===== config.mk =====
export PLATFORM = sky130hd
export DESIGN_NAME = signnarrow_flat
export DESIGN_NICKNAME = d
export VERILOG_FILES = /design/src/rtl/signnarrow_if.sv /design/src/rtl/signnarrow.sv /design/src/flat_wrapper.sv
export SDC_FILE = /design/constraint.sdc
export NUM_CORES = 1
export LEC_CHECK = 0
export ABC_AREA = 1
export BUFFER_PORTS_ARGS = -buffer_cell sky130_fd_sc_hd__buf_4
export CAP_MARGIN = 20
export CORE_ASPECT_RATIO = 0.75
export CORE_UTILIZATION = 53
export DETAILED_ROUTE_END_ITERATION = 10
export PLACE_DENSITY_LB_ADDON = 0.15
export SYNTH_ARGS = -nofsm -noshare
export SYNTH_HDL_FRONTEND = slang
export SYNTH_SLANG_ARGS = --single-unit

===== constraint.sdc =====
create_clock -name clk -period 1.7 [get_ports clk]
set_input_delay 0.51 -clock clk [delete_from_list [all_inputs] [get_ports clk]]
set_output_delay 0.51 -clock clk [all_outputs]
set_load 0.01 [all_outputs]

===== src/rtl/signnarrow_if.sv =====
// Handshake bundle for the signed narrowing unit: input word stream in,
// narrowed result stream out.
interface signnarrow_if #(
    parameter int IN_W  = 8,
    parameter int OUT_W = 2
);
    logic [IN_W-1:0]  in;
    logic             in_valid;
    logic             in_ready;
    logic             wrap;
    logic [OUT_W-1:0] out;
    logic             out_ovf;
    logic             out_valid;
    logic             out_ready;

    modport master (
        output in, in_valid, wrap, out_ready,
        input  in_ready, out, out_ovf, out_valid
    );

    modport slave (
        input  in, in_valid, wrap, out_ready,
        output in_ready, out, out_ovf, out_valid
    );
endinterface


===== src/rtl/signnarrow.sv =====
// Signed narrowing unit: reduces IN_W-bit signed words to OUT_W bits by
// saturation or wrap, flags out-of-range inputs, buffers results in a
// 2-entry FIFO and counts overflow events.
module signnarrow #(
    parameter int IN_W  = 8,
    parameter int OUT_W = 2,
    parameter int CNT_W = 8
) (
    input  logic             clk,
    input  logic             rst,
    signnarrow_if.slave      bus,
    input  logic             cnt_clr,
    output logic [CNT_W-1:0] ovf_count
);
    localparam logic [OUT_W-1:0] SAT_MAX = {1'b0, {(OUT_W-1){1'b1}}};
    localparam logic [OUT_W-1:0] SAT_MIN = {1'b1, {(OUT_W-1){1'b0}}};

    typedef enum logic [1:0] {
        EMPTY = 2'd0,
        ONE   = 2'd1,
        FULL  = 2'd2
    } occ_t;

    occ_t             state_q, state_d;
    logic             head_q, tail_q;
    logic [OUT_W-1:0] data_q [0:1];
    logic             ovf_q  [0:1];

    logic [IN_W-OUT_W:0] hi_bits;
    logic                ovf;
    logic [OUT_W-1:0]    nar;
    logic                push, pop;

    // Range check and narrowing of the offered word
    always_comb begin
        hi_bits = bus.in[IN_W-1:OUT_W-1];
        ovf     = !((&hi_bits) || !(|hi_bits));
        nar     = bus.in[OUT_W-1:0];
        if (ovf && !bus.wrap) begin
            nar = bus.in[IN_W-1] ? SAT_MIN : SAT_MAX;
        end
    end

    // Handshake qualifiers and head-entry output drive
    always_comb begin
        bus.out_valid = (state_q != EMPTY);
        bus.in_ready  = (state_q != FULL) || bus.out_ready;
        push          = bus.in_valid && bus.in_ready;
        pop           = bus.out_valid && bus.out_ready;
        bus.out       = bus.out_valid ? data_q[head_q] : '0;
        bus.out_ovf   = bus.out_valid ? ovf_q[head_q] : 1'b0;
    end

    // Occupancy next state; simultaneous push and pop leaves it unchanged
    always_comb begin
        state_d = state_q;
        case ({push, pop})
            2'b10:   state_d = (state_q == EMPTY) ? ONE : FULL;
            2'b01:   state_d = (state_q == FULL) ? ONE : EMPTY;
            default: state_d = state_q;
        endcase
    end

    // Occupancy state register
    always_ff @(posedge clk or posedge rst) begin
        if (rst) begin
            state_q <= EMPTY;
        end else begin
            state_q <= state_d;
        end
    end

    // Queue storage and head/tail pointers
    always_ff @(posedge clk or posedge rst) begin
        if (rst) begin
            head_q <= 1'b0;
            tail_q <= 1'b0;
            for (int unsigned i = 0; i < 2; i++) begin
                data_q[i] <= '0;
                ovf_q[i]  <= 1'b0;
            end
        end else begin
            if (push) begin
                data_q[tail_q] <= nar;
                ovf_q[tail_q]  <= ovf;
                tail_q         <= ~tail_q;
            end
            if (pop) begin
                head_q <= ~head_q;
            end
        end
    end

    // Saturating overflow event counter; clear wins over increment
    always_ff @(posedge clk or posedge rst) begin
        if (rst) begin
            ovf_count <= '0;
        end else if (cnt_clr) begin
            ovf_count <= '0;
        end else if (push && ovf && (ovf_count != '1)) begin
            ovf_count <= ovf_count + 1'b1;
        end
    end
endmodule


===== src/flat_wrapper.sv =====
// flat-port wrapper written by rule: the top's interface ports become plain ports
module signnarrow_flat 
#(
    parameter int IN_W  = 8,
    parameter int OUT_W = 2,
    parameter int CNT_W = 8
)
  (clk, rst, cnt_clr, ovf_count, bus_in, bus_in_valid, bus_wrap, bus_out_ready, bus_in_ready, bus_out, bus_out_ovf, bus_out_valid);
  signnarrow_if #(.IN_W(IN_W), .OUT_W(OUT_W)) bus_i ();
  input  logic clk;
  input  logic rst;
  input  logic cnt_clr;
  output logic [CNT_W-1:0] ovf_count;
  input wire logic [$bits(bus_i.in)-1:0] bus_in;
  input wire logic [$bits(bus_i.in_valid)-1:0] bus_in_valid;
  input wire logic [$bits(bus_i.wrap)-1:0] bus_wrap;
  input wire logic [$bits(bus_i.out_ready)-1:0] bus_out_ready;
  output wire logic [$bits(bus_i.in_ready)-1:0] bus_in_ready;
  output wire logic [$bits(bus_i.out)-1:0] bus_out;
  output wire logic [$bits(bus_i.out_ovf)-1:0] bus_out_ovf;
  output wire logic [$bits(bus_i.out_valid)-1:0] bus_out_valid;
  assign bus_i.in = bus_in;
  assign bus_i.in_valid = bus_in_valid;
  assign bus_i.wrap = bus_wrap;
  assign bus_i.out_ready = bus_out_ready;
  assign bus_in_ready = bus_i.in_ready;
  assign bus_out = bus_i.out;
  assign bus_out_ovf = bus_i.out_ovf;
  assign bus_out_valid = bus_i.out_valid;
  signnarrow #(.IN_W(IN_W), .OUT_W(OUT_W), .CNT_W(CNT_W)) u_core (.clk(clk), .rst(rst), .bus(bus_i), .cnt_clr(cnt_clr), .ovf_count(ovf_count));
endmodule

==> run_results.csv, run 1 <==
group,metric,value,unit
status,status,"finished with violations",
status,violated_checks,"setup timing",
die,die-area,0.002406,mm2
power,p_sw,0.6703,mW
worst_setup_path,crit_path_top_delay_cell,"sky130_fd_sc_hd__dfrtp_1",
final_layout,number_of_antenna_diodes,0,
clocking,cts_buffers,3,
timing,fin_clk_skew,0.0006612,ns
timing,finalHoldViolations,0,
routing,route.vias.total,1217,
worst_hold_path,holdCritPathClass,"in2async",
final_layout,drive_above_1_share,0.2736,
clocking,clk_root_buffer_cell,"sky130_fd_sc_hd__clkbuf_4",
timing,finalMaxSlewViolations,0,
global_route,grt.total_usage,0.2541,
clocking,cts_buffer_depth,2,
yosys,syn-instance-count,165,
final_layout,area_growth_syn_to_layout,28.17,%
clocking,cts_hold_buffers,0,
global_route,grt_first_pass_wirelength,4678,um
yosys,post_synthesis_average_cell_area,7.105,um2
worst_setup_path,worstPathArrival,1.20,ns
placement,place.gp.congestion,0.8373,
power,power.switching_fraction,0.3873,
routing,drt_wl_total,2759,um
routing,drt.antenna.violating_nets,0,
yosys,ys_seq_elements,18,
global_route,antenna_found_initial,0,
timing,measured_slew_at_the_worst_slew_check_pin,0.2955,ns
worst_setup_path,crit-reg2reg-capture,"u_core.ovf_count[3]",
worst_setup_path,cp_max_fo,5,
die,die_h,42.73,um
routing,detail_route.vias_per_cell,5.409,
worst_setup_path,critical_path_cell_by_cell,"nor2_2 > buf_6 > a21oi_2 > buf_4",
timing,rsz_0062_raised_after_global_routing,"true",
timing,setup_violations,1,
die,fp.dieW,56.31,um
yosys,synth_top_area_share,0.3842,
final_layout,finalNonFillerCells,225,
die,placementRows,14,
worst_setup_path,worst-r2r-setup-slack,0.20,ns
global_route,global_route.overflow_total,0,
yosys,synthesis.yosys.warnings,0,
yosys,sequential_area_share_after_synthesis,0.3842,
clocking,worst_skew_pair.late_latency,0.30,ns
global_route,first_global_vias,1132,
routing,firstDrtPassIters,4,
yosys,synth.largest_area_cell,"sky130_fd_sc_hd__dfrtp_1",
power,share_clk_of_total_power,0.155,
routing,drc,0,
power,pwr-share-seq,0.385,
global_route,grt_max_degree,19,
routing,drt_iter0_markers,38,
yosys,netlist_area,0.001172,mm2
power,internal-power,1.061,mW
timing,slew_limit_headroom,0.8028,
timing,final_critical_path_setup_slack,-0.005960,ns
yosys,netlist-cell-type-count,21,
clocking,cts.reportedPaths.clkPinSlew,0.10,ns
timing,final.hold.worst_slack,0.2129,ns
die,io_pins,27,
final_layout,nets,218,
timing,period_minus_slack,1.706,ns
die,core,0.002049,mm2
power,power.ir.vdd_worst,1.269,mV
worst_setup_path,worst-r2r-cell-count,7,
worst_setup_path,criticalPathCategory,"reg2out",
clocking,htree_levels,1,
worst_setup_path,setup.worst_path.start_class,"flip-flop",
timing,fmaxAchievable,0.5862,GHz
placement,port-buffer-count,26,
placement,detailedPlacementHpwl,2007,um
timing,tcrit_tclk_final,1.004,
power,powerDensity,1152,mW/mm2
clocking,tritoncts_clock_tree,"built",
yosys,syn_nets,181,
job,reported_max_cap_violation_count,0,
yosys,post_synth_main_area_contributors,"sky130_fd_sc_hd__dfrtp_1 38%, sky130_fd_sc_hd__nand2_1 15%, sky130_fd_sc_hd__inv_1 9.6%",
worst_setup_path,critical_path.endpoint_type,"output pin",
worst_setup_path,worst-endpoint-required,1.19,ns
die,initial_core_util,0.5720,
power,total_leakage_power,0.8762,nW
placement,place.detailed.instances,217,
power,power_frac_comb,0.460,
worst_setup_path,crit-reg2reg-launch,"u_core.ovf_count[0]",
clocking,clock-sinks,18,
routing,post_drt_wl_per_cell,12.26,um
worst_setup_path,max_stage_delay,0.42,ns
synthesized netlist by cell type:
| master | n |
|---|---|
| sky130_fd_sc_hd__a21oi_1 | 5 |
| sky130_fd_sc_hd__buf_2 | 1 |
| sky130_fd_sc_hd__dfrtp_1 | 18 |
| sky130_fd_sc_hd__ha_1 | 2 |
| sky130_fd_sc_hd__inv_1 | 30 |
| sky130_fd_sc_hd__nand2_1 | 47 |
| sky130_fd_sc_hd__nand2_2 | 1 |
| sky130_fd_sc_hd__nand2_4 | 3 |
| sky130_fd_sc_hd__nand3_1 | 13 |
| sky130_fd_sc_hd__nand3_2 | 2 |
| sky130_fd_sc_hd__nand4_1 | 8 |
| sky130_fd_sc_hd__nand4_4 | 1 |
| sky130_fd_sc_hd__nor2_1 | 14 |
| sky130_fd_sc_hd__nor2_2 | 4 |
| sky130_fd_sc_hd__nor2_4 | 1 |
| sky130_fd_sc_hd__nor3_1 | 2 |
| sky130_fd_sc_hd__o21ai_0 | 6 |
| sky130_fd_sc_hd__o21ai_1 | 2 |
| sky130_fd_sc_hd__o21ai_2 | 1 |
| sky130_fd_sc_hd__o21bai_1 | 1 |
| sky130_fd_sc_hd__xor2_1 | 3 |
power by group through the flow:
stage          registers, mW  clock network, mW  logic, mW
3_3_place_gp           0.659                  0      0.632
6_report               0.666              0.269      0.796
5_1_grt                0.680              0.293      0.886
2_1_floorplan          0.647                  0      0.404
3_5_place_dp           0.667                  0      0.657
4_1_cts                0.657              0.274      0.703
critical path, delay by kind of cell, from the launching register on:
kind                   cells  cell delay [ns]
buffers and inverters      2             0.28
and+or+nand+nor            1             0.15
AOI/OAI and AO/OA          1             0.04
DFF                        1             0.42
cell usage in the layout (no fill, tap or decap), drive strengths merged, types with 3 or more instances in the layout:
master | Yosys | final
nor2 | 19 | 19
xor2 | 3 | 3
a21oi | 5 | 5
o21ai | 9 | 9
nand4 | 9 | 9
buf | 1 | 33
dfrtp | 18 | 18
clkbuf | 0 | 4
nand3 | 15 | 15
nand2 | 51 | 51
inv | 30 | 30
per-layer routing:
metal,part of all wire,track usage,wire length [um],vias up
li1,-,-,-,595
met4,0.021,0.08780,57,0
met2,0.46,0.4119,1278,47
met3,0.070,0.08232,192,8
met5,0,0,0,-
met1,0.45,0.3223,1232,567
cell type report:
cell class,instances,area [um2]
clock buffer,4,36.28
multi-input combinational,116,618.1
fill,166,546.8
sequential,18,450.4
tap,24,30.03
inverter,30,112.6
timing repair buffer,33,255.2
worst max path at each step:
stage | startpoint | to | slack [ns] | cells after the start
CTS | u_core.head_q | bus_out_ovf | 0.006 | 4
finish | u_core.state_q[0] | bus_out_ovf | -0.006 | 4
global route | u_core.state_q[0] | bus_out_ovf | -0.05 | 4
detailed placement | bus_out_ready | u_core.state_q[0] | 0.14 | 10
floorplan | bus_out_ready | u_core.state_q[0] | 0.28 | 9
global placement | bus_out_ready | u_core.state_q[0] | 0.20 | 10
per-stage QoR:
| stage | utilization | setup WS, ns | instance area (um2) | TNS [ns] | power (mW) |
|---|---|---|---|---|---|
| 5_1_grt | 0.7332 | -0.04600 | 1503 | -0.1595 | 1.860 |
| 4_1_cts | 0.7167 | 0.005805 | 1469 | 0 | 1.634 |
| 2_1_floorplan | - | 0.2838 | 1172 | 0 | 1.051 |
| 3_5_place_dp | 0.6905 | 0.1374 | 1415 | 0 | 1.324 |
| 3_3_place_gp | 0.6905 | 0.2040 | 1415 | 0 | 1.291 |
| 6_report | 0.7332 | -0.005960 | 1503 | -0.005960 | 1.731 |
sequential cells by signal, indices dropped and copies added, names as in the netlist:
name / flops
u_core.head_q: 1
u_core.ovf_q: 2
u_core.data_q: 4
u_core.state_q: 2
u_core.ovf_count: 8
u_core.tail_q: 1
repair_timing:
| action | CTS | global route |
|---|---|---|
| buffers inserted | 2 | 2 |
| pin swaps | 1 | 1 |
| setup endpoints to repair | 4 | 4 |
| resized for setup | 1 | 6 |
kinds of logic (layout without fill, tap and decap cells):
kind of cell,after synthesis,after routing,synth area share
buffers and inverters,31,67,0.1003
flip-flops,18,18,0.3842
XOR/XNOR,3,3,0.02242
AND/OR/NAND/NOR,96,96,0.4023
AO/OA/AOI/OAI,15,15,0.06937
adder cells (fa/ha/maj),2,2,0.02134
Note: power is estimated with default switching activity, not from simulation.
==> run 2, diff against run 1 <==
--- a/config.mk
+++ b/config.mk
@@ -8,7 +8,7 @@
 export ABC_AREA = 1
 export BUFFER_PORTS_ARGS = -buffer_cell sky130_fd_sc_hd__buf_4
 export CAP_MARGIN = 20
-export CORE_ASPECT_RATIO = 0.75
+export CORE_ASPECT_RATIO = 1.4
 export CORE_UTILIZATION = 53
 export DETAILED_ROUTE_END_ITERATION = 10
 export PLACE_DENSITY_LB_ADDON = 0.15
==> run_results.csv, run 2 (synthesis gave the netlist of run 1 again) <==
group,metric,value,unit
routing,drt_iter0_markers,44,
global_route,grt_first_pass_wirelength,4505,um
clocking,tritoncts_clock_tree,"built",
power,power_frac_comb,0.459,
timing,fin_clk_skew,0.0007191,ns
worst_setup_path,crit-reg2reg-capture,"u_core.ovf_count[7]",
power,totalPowerFinal,1.708,mW
status,status,"completed",
die,initial_core_util,0.5802,
power,power.ir.vdd_worst,0.6347,mV
power,p_sw,0.6351,mW
global_route,antenna_found_initial,0,
timing,fmaxAchievable,0.5988,GHz
timing,measured_slew_at_the_worst_slew_check_pin,0.3243,ns
final_layout,layout.cells.most_common,"sky130_fd_sc_hd__nand2_1",
worst_hold_path,holdCritPathClass,"in2async",
final_layout,largest-register,"u_core.ovf_count",
die,fp.dieW,41.75,um
clocking,cts.reportedPaths.clkPinSlew,0.10,ns
die,die-area,0.002407,mm2
final_layout,number_of_antenna_diodes,0,
timing,period_minus_slack,1.670,ns
worst_setup_path,crit-reg2reg-launch,"u_core.ovf_count[0]",
final_layout,nets,219,
routing,drc,0,
global_route,global_route.overflow_total,0,
timing,setup_violations,0,
clocking,cts_buffers,3,
routing,post_drt_wl_per_cell,11.88,um
placement,place.gp.congestion,0.8672,
power,pwr-share-seq,0.385,
worst_setup_path,crit_path_top_delay_cell,"sky130_fd_sc_hd__dfrtp_1",
worst_setup_path,path_delay_family,"flip-flops",
worst_setup_path,max_stage_delay,0.41,ns
power,internal-power,1.073,mW
worst_setup_path,path_buf_inv,2,
power,power.switching_fraction,0.3719,
final_layout,fillers,156,
final_layout,post-route-util,0.7443,
die,core,0.002021,mm2
global_route,grt_max_degree,18,
clocking,clock-sinks,18,
die,io_pins,27,
clocking,cts_hold_buffers,0,
job,reported_max_cap_violation_count,0,
routing,firstDrtPassIters,4,
die,placementRows,19,
placement,detailedPlacementHpwl,1977,um
worst_setup_path,worstPathArrival,1.16,ns
worst_setup_path,cp_max_fo,5,
worst_setup_path,critical_path_cell_by_cell,"nor2_2 > buf_6 > a21oi_2 > buf_4",
worst_setup_path,worst-r2r-cell-count,7,
timing,finalHoldViolations,0,
clocking,clk_root_buffer_cell,"sky130_fd_sc_hd__clkbuf_4",
clocking,cts_buffer_depth,2,
final_layout,max_reg_flops,8,
worst_setup_path,worst-endpoint-required,1.19,ns
final_layout,most-common-layout-cells,"47 x sky130_fd_sc_hd__nand2_1, 33 x sky130_fd_sc_hd__buf_4, 29 x sky130_fd_sc_hd__inv_1, 17 x sky130_fd_sc_hd__dfrtp_1",
power,share_clk_of_total_power,0.156,
timing,rsz_0062_raised_after_global_routing,"true",
final_layout,area_growth_syn_to_layout,28.28,%
routing,drt.antenna.violating_nets,0,
die,die_h,57.65,um
worst_setup_path,worst-r2r-setup-slack,0.21,ns
timing,finalMaxSlewViolations,0,
worst_setup_path,setup.worst_path.start_class,"flip-flop",
routing,drt_wl_total,2650,um
timing,slew_limit_headroom,0.7836,
timing,tcrit_tclk_final,0.9824,
final_layout,largest_registers,"u_core.ovf_count (8), u_core.data_q (4)",
power,powerDensity,1136,mW/mm2
clocking,worst_skew_pair.late_latency,0.30,ns
clocking,htree_levels,1,
timing,final.hold.worst_slack,0.04575,ns
worst_setup_path,criticalPathCategory,"reg2out",
worst_setup_path,timing.critical_path.depth,4,
final_layout,drive_above_1_share,0.2822,
placement,port-buffer-count,26,
power,total_leakage_power,0.8780,nW
global_route,first_global_vias,1079,
worst_setup_path,critical_path.endpoint_type,"output pin",
routing,route.vias.total,1181,
global_route,grt.total_usage,0.2434,
routing,detail_route.vias_per_cell,5.296,
[run 2: worst max-delay path by stage]
stage | start | to | slack [ns]
global placement | bus_out_ready | u_core.state_q[0] | 0.19
global route | u_core.state_q[1] | bus_out_valid | -0.03
CTS | u_core.state_q[0] | bus_out_ovf | 0.008
finish | u_core.state_q[1] | bus_out[0] | 0.03
floorplan | bus_out_ready | u_core.state_q[0] | 0.28
detailed placement | bus_out_ready | u_core.state_q[0] | 0.14
[run 2: area by class of cell]
class	instances	area (um2)	share of cell area
Timing Repair Buffer	34	259.0	0.1722
Inverter	30	112.6	0.07488
Multi-Input combinational cell	116	618.1	0.4110
Clock buffer	4	36.28	0.02413
Tap cell	21	26.28	0.01747
Sequential cell	18	451.7	0.3003
[run 2: timing repair]
action / 4_1_cts / 5_1_grt
setup endpoints to repair: 4 / 4
pin swaps: 0 / 1
gates resized for setup: 1 / 6
setup buffers: 0 / 5
[run 2: routing by layer]
layer / global-route usage / vias to the layer above / part of all wire
li1: - / 594 / -
met1: 0.2819 / 560 / 0.41
met2: 0.4308 / 23 / 0.54
met3: 0.02804 / 4 / 0.030
met4: 0.1382 / 0 / 0.017
met5: 0 / - / 0
[run 2: through the flow]
stage	setup WS (ns)	instance area, um2	cells	setup TNS (ns)
floorplan	0.2838	1172	165	0
global placement	0.1901	1411	214	0
detailed placement	0.1357	1411	214	0
CTS	0.007560	1450	218	0
global route	-0.02875	1504	223	-0.1106
finish	0.02994	1504	223	0
[run 2: power groups by stage]
| stage | Sequential [mW] | Combinational [mW] | Clock [mW] |
|---|---|---|---|
| after floorplan | 0.647 | 0.404 | 0 |
| after global placement | 0.661 | 0.625 | 0 |
| after detailed placement | 0.668 | 0.651 | 0 |
| after CTS | 0.663 | 0.655 | 0.275 |
| after global routing | 0.672 | 0.873 | 0.286 |
| final | 0.657 | 0.784 | 0.267 |
==> run 3, diff against run 2 <==
--- a/config.mk
+++ b/config.mk
@@ -11,6 +11,7 @@
 export CORE_ASPECT_RATIO = 1.4
 export CORE_UTILIZATION = 53
 export DETAILED_ROUTE_END_ITERATION = 10
+export HOLD_SLACK_MARGIN = 0.12
 export PLACE_DENSITY_LB_ADDON = 0.15
 export SYNTH_ARGS = -nofsm -noshare
 export SYNTH_HDL_FRONTEND = slang
==> run_results.csv, run 3 (synthesis gave the netlist of run 1 again) <==
group,metric,value,unit
global_route,first_global_vias,1088,
global_route,antenna_found_initial,0,
timing,slew_limit_headroom,0.7850,
power,powerDensity,1143,mW/mm2
final_layout,number_of_antenna_diodes,0,
worst_setup_path,setup.worst_path.start_class,"flip-flop",
worst_setup_path,critical_path.endpoint_type,"output pin",
global_route,global_route.overflow_total,0,
worst_setup_path,timing.critical_path.from,"u_core.state_q[0]",
status,violated_checks,"setup timing",
final_layout,nets,220,
global_route,use_met1,0.2819,
final_layout,largest_registers,"u_core.ovf_count (8), u_core.data_q (4)",
worst_setup_path,crit_path_end,"bus_out[0]",
final_layout,largest-register,"u_core.ovf_count",
timing,finalMaxSlewViolations,0,
timing,period_minus_slack,1.701,ns
clocking,cts_buffer_depth,2,
clocking,htree_levels,1,
worst_hold_path,holdCritPathClass,"reg2reg",
timing,finalHoldViolations,0,
clocking,clk_root_buffer_cell,"sky130_fd_sc_hd__clkbuf_4",
clocking,clock-sinks,18,
clocking,cts.reportedPaths.clkPinSlew,0.10,ns
global_route,grt_most_used_layer,"met2",
power,totalPowerFinal,1.735,mW
routing,post_drt_wl_per_cell,12.32,um
die,die_h,57.65,um
timing,setup_violations,1,
job,reported_max_cap_violation_count,0,
worst_setup_path,criticalPathCategory,"reg2out",
timing,fmaxAchievable,0.5880,GHz
die,core,0.002021,mm2
die,io_pins,27,
final_layout,max_reg_flops,8,
die,initial_core_util,0.5802,
die,placementRows,19,
worst_setup_path,critical_path_cell_by_cell,"nor2_2 > buf_6 > a21oi_2 > buf_4",
global_route,grt_max_degree,18,
placement,detailedPlacementHpwl,1977,um
routing,route.vias.total,1181,
worst_setup_path,path_delay_family,"flip-flops",
worst_setup_path,timing.critical_path.depth,4,
worst_setup_path,crit-reg2reg-launch,"u_core.state_q[0]",
routing,drt.antenna.violating_nets,0,
clocking,worst_skew_pair.late_latency,0.30,ns
timing,measured_slew_at_the_worst_slew_check_pin,0.3222,ns
power,total_leakage_power,0.8834,nW
worst_setup_path,worst-endpoint-required,1.19,ns
routing,drt_wl_total,2759,um
status,status,"finished with violations",
timing,rsz_0062_raised_after_global_routing,"true",
worst_setup_path,max_stage_delay,0.42,ns
placement,place.gp.congestion,0.8672,
worst_setup_path,cp_max_fo,5,
worst_setup_path,crit_path_top_delay_cell,"sky130_fd_sc_hd__dfrtp_1",
global_route,grt.total_usage,0.2448,
timing,final.hold.worst_slack,0.4995,ns
final_layout,most-common-layout-cells,"47 x sky130_fd_sc_hd__nand2_1, 32 x sky130_fd_sc_hd__buf_4, 28 x sky130_fd_sc_hd__inv_1, 17 x sky130_fd_sc_hd__dfrtp_1",
global_route,grt_first_pass_wirelength,4533,um
worst_setup_path,worstPathArrival,1.19,ns
clocking,tritoncts_clock_tree,"built",
worst_setup_path,worst-r2r-cell-count,9,
routing,drt_iter0_markers,45,
final_layout,layout.cells.most_common,"sky130_fd_sc_hd__nand2_1",
power,power.ir.vdd_worst,0.5973,mV
placement,dpl_worst_slack,0.1357,ns
timing,final_critical_path_setup_slack,-0.0006932,ns
routing,detail_route.vias_per_cell,5.272,
clocking,cts_buffers,3,
timing,tcrit_tclk_final,1.000,
timing,fin_clk_skew,0.001438,ns
routing,firstDrtPassIters,4,
worst_setup_path,worst-r2r-setup-slack,0.20,ns
final_layout,fillers,153,
final_layout,area_growth_syn_to_layout,29.46,%
placement,port-buffer-count,26,
global_route,use_met3,0.02804,
die,die-area,0.002407,mm2
routing,drc,0,
global_route,grt.met2_usage,0.4353,
worst_setup_path,crit-reg2reg-capture,"u_core.state_q[0]",
die,fp.dieW,41.75,um
final_layout,drive_above_1_share,0.2857,
worst_setup_path,path_buf_inv,2,
[run 3: cell count changes in the layout (fill, tap and decap cells not counted)]
cell and change:
sky130_fd_sc_hd__buf_6 +1, sky130_fd_sc_hd__buf_4 -1, sky130_fd_sc_hd__inv_1 -1, sky130_fd_sc_hd__inv_2 +1, sky130_fd_sc_hd__dlygate4sd3_1 +1
[run 3: power breakdown]
group | leakage [nW] | internal [mW] | total (mW) | switching (mW)
logic | 0.634 | 0.392 | 0.811 | 0.419
clock network | 0.0210 | 0.131 | 0.265 | 0.134
registers | 0.229 | 0.559 | 0.659 | 0.0994
[run 3: worst reg2reg max path, cell delays in order (launching register included)]
cell	delay (ns)
sky130_fd_sc_hd__dfrtp_1	0.42
sky130_fd_sc_hd__nor2_2	0.16
sky130_fd_sc_hd__buf_4	0.13
sky130_fd_sc_hd__nor2_1	0.06
sky130_fd_sc_hd__ha_1	0.31
sky130_fd_sc_hd__inv_1	0.05
sky130_fd_sc_hd__o21ai_0	0.06
sky130_fd_sc_hd__inv_1	0.07
sky130_fd_sc_hd__nand2_1	0.05
sky130_fd_sc_hd__o21ai_0	0.08
[run 3: final cells by class]
class / instances / area [um2] / share of cell area
multi-input combinational: 116 / 618.1 / 0.4073
sequential: 18 / 451.7 / 0.2976
timing repair buffer: 35 / 272.8 / 0.1797
inverter: 30 / 112.6 / 0.07420
clock buffer: 4 / 36.28 / 0.02391
tap: 21 / 26.28 / 0.01731
[run 3: metrics by stage]
step | cells | TNS, ns | utilization | instance area, um2
final | 224 | -0.0006932 | 0.7511 | 1518
after global routing | 224 | -0.1650 | 0.7511 | 1518
after detailed placement | 214 | 0 | 0.6985 | 1411
after global placement | 214 | 0 | 0.6985 | 1411
after CTS | 219 | 0 | 0.7226 | 1460
after floorplan | 165 | 0 | - | 1172
[run 3: worst min path at each step]
stage,start,endpoint,slack [ns],cells after the start
final,u_core.data_q[0],u_core.data_q[0],0.50,2
after CTS,bus_in_valid,u_core.tail_q,0.50,4
after floorplan,rst,u_core.data_q[0],0.45,1
after detailed placement,rst,u_core.head_q,0.37,2
after global placement,rst,u_core.head_q,0.36,2
after global routing,u_core.data_q[1],u_core.data_q[1],0.52,2
[run 3: what timing repair did]
item | 4_1_cts | 5_1_grt
gates cloned | 0 | 0
hold buffers | 1 | 0
pin swaps | 0 | 1
setup endpoints to repair | 4 | 4
resized for setup | 1 | 8
endpoints found under the hold margin | 1 | 0
buffers inserted | 0 | 5
[run 3: routing by layer]
layer / share of wire / vias to the layer above
met3: 0.025 / 6
met2: 0.54 / 22
met5: 0 / -
met4: 0.025 / 0
met1: 0.41 / 559
li1: - / 594
